**config.mk**
```make
export PLATFORM = sky130hd
export DESIGN_NAME = ternary_seq_ctrl
export DESIGN_NICKNAME = d
export VERILOG_FILES = /design/src/rtl/ternary_seq_pkg.sv /design/src/rtl/ternary_seq_cnt.sv /design/src/rtl/ternary_seq_ctrl.sv
export SDC_FILE = /design/constraint.sdc
export NUM_CORES = 1
export LEC_CHECK = 0
export BUFFER_PORTS_ARGS = -buffer_cell sky130_fd_sc_hd__buf_2
export CAP_MARGIN = 40
export CORE_MARGIN = 2
export CORE_UTILIZATION = 49
export CTS_BUF_LIST = sky130_fd_sc_hd__clkbuf_8 sky130_fd_sc_hd__clkbuf_16
export DETAILED_ROUTE_END_ITERATION = 8
export PLACE_DENSITY = 0.87
export SLEW_MARGIN = 20
export SYNTH_ARGS = -nofsm -noshare
export SYNTH_HDL_FRONTEND = slang
export SYNTH_SLANG_ARGS = --single-unit
```
**constraint.sdc**
```tcl
create_clock -name clk -period 2.98 [get_ports clk]
set_input_delay 0.596 -clock clk [delete_from_list [all_inputs] [get_ports clk]]
set_output_delay 0.596 -clock clk [all_outputs]
set_load 0.02 [all_outputs]
```
**src/rtl/ternary_seq_pkg.sv**
```systemverilog
// Shared types and constants for the ternary engine sequencer.
// Holds the FSM encoding, command opcodes, counter widths and the ld_param packing.
package ternary_seq_pkg;

    localparam int IN_BITS    = 4;
    localparam int OUT_BITS   = 3;
    localparam int BEAT_BITS  = OUT_BITS + 1;
    localparam int LD_PARAM_W = IN_BITS + OUT_BITS;

    localparam logic OP_LOAD    = 1'b0;
    localparam logic OP_COMPUTE = 1'b1;

    typedef enum logic [2:0] {
        ST_IDLE,
        ST_LOAD,
        ST_LSETTLE,
        ST_CLR,
        ST_COMP,
        ST_DRAIN,
        ST_OUT
    } state_t;

    function automatic logic [LD_PARAM_W-1:0] pack_ld_param(
        input logic [IN_BITS-1:0]  in_len,
        input logic [OUT_BITS-1:0] out_len
    );
        return {in_len, out_len};
    endfunction

endpackage

```
**src/rtl/ternary_seq_cnt.sv**
```systemverilog
// Clearable up-counter with terminal compare against a supplied limit.
// Count updates one cycle after i_en; o_at_limit is combinational from the count.
module ternary_seq_cnt #(
    parameter int W = 4
) (
    input  logic         clk,
    input  logic         rst_n,
    input  logic         i_clr,
    input  logic         i_en,
    input  logic [W-1:0] i_limit,
    output logic [W-1:0] o_cnt,
    output logic         o_at_limit
);

    logic [W-1:0] r_cnt;

    always_ff @(posedge clk) begin
        if (!rst_n) begin
            r_cnt <= '0;
        end else if (i_clr) begin
            r_cnt <= '0;
        end else if (i_en) begin
            r_cnt <= r_cnt + 1'b1;
        end
    end

    assign o_cnt      = r_cnt;
    assign o_at_limit = (r_cnt == i_limit);

endmodule

```
**src/rtl/ternary_seq_ctrl.sv**
```systemverilog
// Sequencer steering the shared input stream to the weight loader or the MAC array.
// Stream/loader/MAC strobes are combinational from state; results stall losslessly on res_ready.
module ternary_seq_ctrl
    import ternary_seq_pkg::*;
#(
    parameter int MAX_IN_LEN  = 16,
    parameter int MAX_OUT_LEN = 8,
    parameter int DATA_W      = 8,
    parameter int MAC_LAT     = 1
) (
    input  logic                          clk,
    input  logic                          rst_n,
    input  logic                          cmd_valid,
    input  logic                          cmd_op,
    input  logic [IN_BITS-1:0]            cmd_in_len,
    input  logic [OUT_BITS-1:0]           cmd_out_len,
    output logic                          cmd_ready,
    input  logic                          s_valid,
    input  logic [MAX_IN_LEN-1:0]         s_data,
    output logic                          s_ready,
    output logic                          ld_ena,
    output logic [MAX_IN_LEN-1:0]         ld_data,
    output logic [LD_PARAM_W-1:0]         ld_param,
    input  logic                          ld_done,
    output logic                          mac_clr,
    output logic                          mac_en,
    output logic [IN_BITS-1:0]            mac_idx,
    output logic signed [DATA_W-1:0]      mac_x,
    output logic [$clog2(MAX_OUT_LEN)-1:0] res_sel,
    output logic                          res_valid,
    input  logic                          res_ready,
    output logic                          res_last,
    output logic                          weights_valid,
    output logic                          err
);

    localparam int         ROW_W      = $clog2(MAX_OUT_LEN);
    localparam logic [2:0] DRAIN_LAST = (MAC_LAT > 0) ? 3'(MAC_LAT - 1) : 3'd0;

    state_t r_state;
    state_t w_next;

    logic [IN_BITS-1:0]  r_in_len;
    logic [OUT_BITS-1:0] r_out_len;
    logic                r_weights_valid;
    logic                r_err;
    logic [2:0]          r_drain_cnt;

    logic w_latch;
    logic w_set_wv;
    logic w_clr_wv;
    logic w_err_set;
    logic w_cnt_clr;
    logic w_beat_en;
    logic w_elem_en;
    logic w_row_en;

    logic [BEAT_BITS-1:0] w_beat_cnt;
    logic                 w_beat_last;
    logic [IN_BITS-1:0]   w_elem_cnt;
    logic                 w_elem_last;
    logic [ROW_W-1:0]     w_row_cnt;
    logic                 w_row_last;

    // Two beats per row: the final beat index is 2*out_len+1.
    ternary_seq_cnt #(.W(BEAT_BITS)) u_beat_cnt (
        .clk        (clk),
        .rst_n      (rst_n),
        .i_clr      (w_cnt_clr),
        .i_en       (w_beat_en),
        .i_limit    ({r_out_len, 1'b1}),
        .o_cnt      (w_beat_cnt),
        .o_at_limit (w_beat_last)
    );

    ternary_seq_cnt #(.W(IN_BITS)) u_elem_cnt (
        .clk        (clk),
        .rst_n      (rst_n),
        .i_clr      (w_cnt_clr),
        .i_en       (w_elem_en),
        .i_limit    (r_in_len),
        .o_cnt      (w_elem_cnt),
        .o_at_limit (w_elem_last)
    );

    ternary_seq_cnt #(.W(ROW_W)) u_row_cnt (
        .clk        (clk),
        .rst_n      (rst_n),
        .i_clr      (w_cnt_clr),
        .i_en       (w_row_en),
        .i_limit    (r_out_len),
        .o_cnt      (w_row_cnt),
        .o_at_limit (w_row_last)
    );

    always_ff @(posedge clk) begin
        if (!rst_n) begin
            r_state <= ST_IDLE;
        end else begin
            r_state <= w_next;
        end
    end

    always_comb begin
        w_next    = r_state;
        cmd_ready = 1'b0;
        s_ready   = 1'b0;
        ld_ena    = 1'b0;
        ld_data   = '0;
        mac_clr   = 1'b0;
        mac_en    = 1'b0;
        mac_idx   = '0;
        mac_x     = '0;
        res_sel   = '0;
        res_valid = 1'b0;
        res_last  = 1'b0;
        w_latch   = 1'b0;
        w_set_wv  = 1'b0;
        w_clr_wv  = 1'b0;
        w_err_set = 1'b0;
        w_cnt_clr = 1'b0;
        w_beat_en = 1'b0;
        w_elem_en = 1'b0;
        w_row_en  = 1'b0;

        case (r_state)
            ST_IDLE: begin
                cmd_ready = 1'b1;
                w_cnt_clr = 1'b1;
                if (cmd_valid) begin
                    if (cmd_op == OP_LOAD) begin
                        w_latch  = 1'b1;
                        w_clr_wv = 1'b1;
                        w_next   = ST_LOAD;
                    end else if (r_weights_valid) begin
                        w_latch = 1'b1;
                        w_next  = ST_CLR;
                    end else begin
                        w_err_set = 1'b1;
                    end
                end
            end

            ST_LOAD: begin
                s_ready   = 1'b1;
                ld_ena    = s_valid;
                ld_data   = s_data;
                w_beat_en = s_valid;
                if (s_valid && w_beat_last) begin
                    if (ld_done) begin
                        w_next = ST_LSETTLE;
                    end else begin
                        w_err_set = 1'b1;
                        w_next    = ST_IDLE;
                    end
                end else if (!s_valid && (w_beat_cnt != '0)) begin
                    // The loader needs ld_ena contiguous once the matrix has started.
                    w_err_set = 1'b1;
                    w_next    = ST_IDLE;
                end
            end

            ST_LSETTLE: begin
                w_set_wv = 1'b1;
                w_next   = ST_IDLE;
            end

            ST_CLR: begin
                mac_clr = 1'b1;
                w_next  = ST_COMP;
            end

            ST_COMP: begin
                s_ready   = 1'b1;
                mac_en    = s_valid;
                mac_idx   = w_elem_cnt;
                mac_x     = $signed(s_data[DATA_W-1:0]);
                w_elem_en = s_valid;
                if (s_valid && w_elem_last) begin
                    w_next = (MAC_LAT == 0) ? ST_OUT : ST_DRAIN;
                end
            end

            ST_DRAIN: begin
                if (r_drain_cnt == DRAIN_LAST) begin
                    w_next = ST_OUT;
                end
            end

            ST_OUT: begin
                res_valid = 1'b1;
                res_sel   = w_row_cnt;
                res_last  = w_row_last;
                w_row_en  = res_ready;
                if (res_ready && w_row_last) begin
                    w_next = ST_IDLE;
                end
            end

            default: begin
                w_next = ST_IDLE;
            end
        endcase
    end

    always_ff @(posedge clk) begin
        if (!rst_n) begin
            r_in_len        <= '0;
            r_out_len       <= '0;
            r_weights_valid <= 1'b0;
            r_err           <= 1'b0;
            r_drain_cnt     <= '0;
        end else begin
            if (w_latch) begin
                r_in_len  <= cmd_in_len;
                r_out_len <= cmd_out_len;
            end
            if (w_clr_wv) begin
                r_weights_valid <= 1'b0;
            end else if (w_set_wv) begin
                r_weights_valid <= 1'b1;
            end
            r_err <= w_err_set;
            if (r_state == ST_DRAIN) begin
                r_drain_cnt <= r_drain_cnt + 3'd1;
            end else begin
                r_drain_cnt <= '0;
            end
        end
    end

    assign ld_param      = pack_ld_param(r_in_len, r_out_len);
    assign weights_valid = r_weights_valid;
    assign err           = r_err;

endmodule
```
==> results.toml <==
[die]
die-area_sq_um = 3640
fp.coreArea_sq_um = 3028
dieWidth_um = 60.34
rows = 20
die_h_um = 60.34
initial_core_util = 0.5136
io_pins = 77

[setup_path]
timing.rr.end = "r_state[1]"
endpoint_kind = "output pin"
crit_path_max_fanout = 16
crit_family = "simple AND/OR/NAND/NOR gates"
reg2reg_from = "r_state[2]"
worst_path_max_delay_cell = "nor3b_2"
worstSetupPathType = "reg2out"
worst_ep_arrival_time_ns = 1.97
crit_chain = "nor3b_2 > nand2_1 > inv_1 > buf_2"
worstPathRequired_ns = 2.38
start_kind = "flop"
r2r_setup_slack_ns = 1.02
reg2regPathDepth = 4
slowest_delay_ns = 0.68
crit_buf_inv = 2

[pwr]
peakVddDrop_mv = 0.4267
p_leak_nw = 1.036
powerDensity_nw_per_um2 = 533.2

[logic_synthesis]
synthesis.area_sq_um = 1555
synth_top_cell_area_share = 0.3347
yosysSeqAreaShare = 0.3347
synth_seq_cells = 26
synth.net_count = 224
netlist_instances = 188
synth.largest_area_cell = "dfxtp_1"
synth_cell_types = 33
yosysWarnings = 0
synth.avg_cell_area_sq_um = 8.273
synth_area_leaders = "dfxtp_1 (33%), and2_1 (13%), xor2_1 (7.3%)"

[sta]
finalWorstSetupSlack_ns = 0.4140
fin_crit_sh = 0.8611
worst_pin_slew_ns = 0.7251
rsz0062_at_grt = "false"
setup_viol = 0
hold_viol = 0
finClkSkew_ns = 0.01000
fin_crit_ns = 2.566
fmax_ghz = 0.3897
slew_headroom = 0.5145
tns_ns = 0
drv_slew = 0
whs_ns = 0.4593

[worst_hold_path]
hold_path_depth = 1
hold_path.class = "reg2reg"
min_to = "r_drain_cnt[0]"
hp-start = "r_drain_cnt[0]"

[grt]
antenna_found_initial = 0
grt_max_degree = 18
grt_use_total = 0.1995
grt_overflow_total = 0
first_global_vias = 1261
grt_pass1_wl_um = 5492

[clock_tree]
cts_max_level = 1
root_buffer = "clkbuf_8"
clk-insertion-delay-late_ns = 0.28
post_cts_resized = 0
post-cts-setup-buffer-count = 0
hold_buffers = 0
cts_tree = "built"
cts_buffers = 3
clock-sinks = 26
cts_buffer_depth = 2
path_clk_slew_ns = 0.09

[placement]
gp_congestion = 0.7975
portBuffers = 76
dp_worst_setup_slack_ns = 0.7184
post-dp-hpwl_um = 2885

[routing]
routed_via_density = 4.826
first_pass_iters = 4
ant_nets = 0
wl_per_cell_um = 11.88
vias = 1467
routed_wl_um = 3610
drtIter0Drc = 38
drc = 0

[job]
max_cap_violations = 0

[layout]
drive_gt1_frac = 0.3308
area_delta_synth_final_pct = 29.61
fin_nets = 297
antenna_cells = 0

[outcome]
status = "finished, final reports clean"
power breakdown:
group          internal [mW]  switching (mW)
clock                  0.118           0.113
combinational          0.171           0.252
sequential             0.373          0.0479
flip-flops by register name (all words and copies together) (netlist names):
signal / flops
err: 1
u_elem_cnt.o_cnt: 4
u_beat_cnt.o_cnt: 4
r_state: 3
r_drain_cnt: 3
weights_valid: 1
r_in_len: 4
u_row_cnt.o_cnt: 3
r_out_len: 3
cells by family (layout without fill, tap and decap cells):
family / Yosys count / count (layout) / share of synthesized area
flip-flops: 26 / 26 / 0.3347
AO/OA/AOI/OAI: 17 / 17 / 0.07401
XOR/XNOR: 19 / 19 / 0.1070
buffers and inverters: 17 / 89 / 0.04344
adder cells (fa/ha/maj): 6 / 6 / 0.04827
multiplexers: 8 / 8 / 0.05149
AND/OR/NAND/NOR: 95 / 95 / 0.3411
per-stage QoR:
| step | power, mW | instances | area [sq um] | utilization |
|---|---|---|---|---|
| after floorplan | 0.7184 | 188 | 1555 | - |
| after global placement | 0.8465 | 300 | 1961 | 0.6475 |
| after detailed placement | 0.8550 | 300 | 1961 | 0.6475 |
| after CTS | 1.082 | 304 | 2016 | 0.6657 |
| after global routing | 1.135 | 304 | 2016 | 0.6657 |
| final | 1.075 | 304 | 2016 | 0.6657 |
routing by layer:
| layer | global-route usage | part of all wire | vias up |
|---|---|---|---|
| li1 | - | - | 758 |
| met1 | 0.2189 | 0.40 | 650 |
| met2 | 0.3944 | 0.51 | 57 |
| met3 | 0.05117 | 0.086 | 2 |
| met4 | 0.01905 | 0.0033 | 0 |
| met5 | 0 | 0 | - |
cells in the final DEF (no fill, tap or decap), drive strengths merged, types with 4 or more instances in the layout:
master  count
o21ai       5
xnor2       6
a21oi       6
dfxtp      26
ha          6
inv         8
xor2       13
nor2       24
mux2i       8
buf        77
nand3       5
clkbuf      4
and2       32
nand2      14
worst register-to-register path: stages, from the launching register on:
cell     delay, ns
dfxtp_1       0.53
nor3b_2       0.68
o21ai_0       0.24
o311a_1       0.19
a31o_1        0.22
cells in the mapped netlist, drive strengths merged:
| master | number |
|---|---|
| nor4b | 2 |
| nand3b | 1 |
| a2111oi | 1 |
| nand2b | 2 |
| a21oi | 6 |
| and3b | 1 |
| ha | 6 |
| and2 | 32 |
| o21ai | 5 |
| a31o | 1 |
| or3b | 1 |
| clkbuf | 6 |
| inv | 8 |
| nor4 | 1 |
| a21boi | 1 |
| mux2i | 8 |
| nor3 | 3 |
| or3 | 2 |
| nand4 | 2 |
| xor2 | 13 |
| buf | 3 |
| nand2 | 14 |
| o31a | 1 |
| nor2 | 24 |
| dfxtp | 26 |
| o311a | 1 |
| nor3b | 2 |
| o211a | 1 |
| xnor2 | 6 |
| nor2b | 3 |
| nand3 | 5 |
final cells by class:
type                       instances  area (sq um)
sequential                        26         520.5
timing repair buffer              77         387.9
clock buffer                       4         55.05
fill                             277          1012
tap                               44         55.05
inverter                           8         30.03
multi-input combinational        145         967.2
how the worst max path moves through the flow:
| stage | start | to | slack [ns] | cells past startpoint |
|---|---|---|---|---|
| final | r_state[2] | mac_en | 0.41 | 4 |
| after detailed placement | r_state[2] | mac_en | 0.72 | 4 |
| after global routing | r_state[2] | mac_en | 0.22 | 4 |
| after floorplan | r_state[0] | res_last | 0.58 | 4 |
| after CTS | r_state[2] | mac_en | 0.42 | 4 |
| after global placement | r_state[2] | mac_en | 0.77 | 4 |
Note: power is estimated with default switching activity, not from simulation.
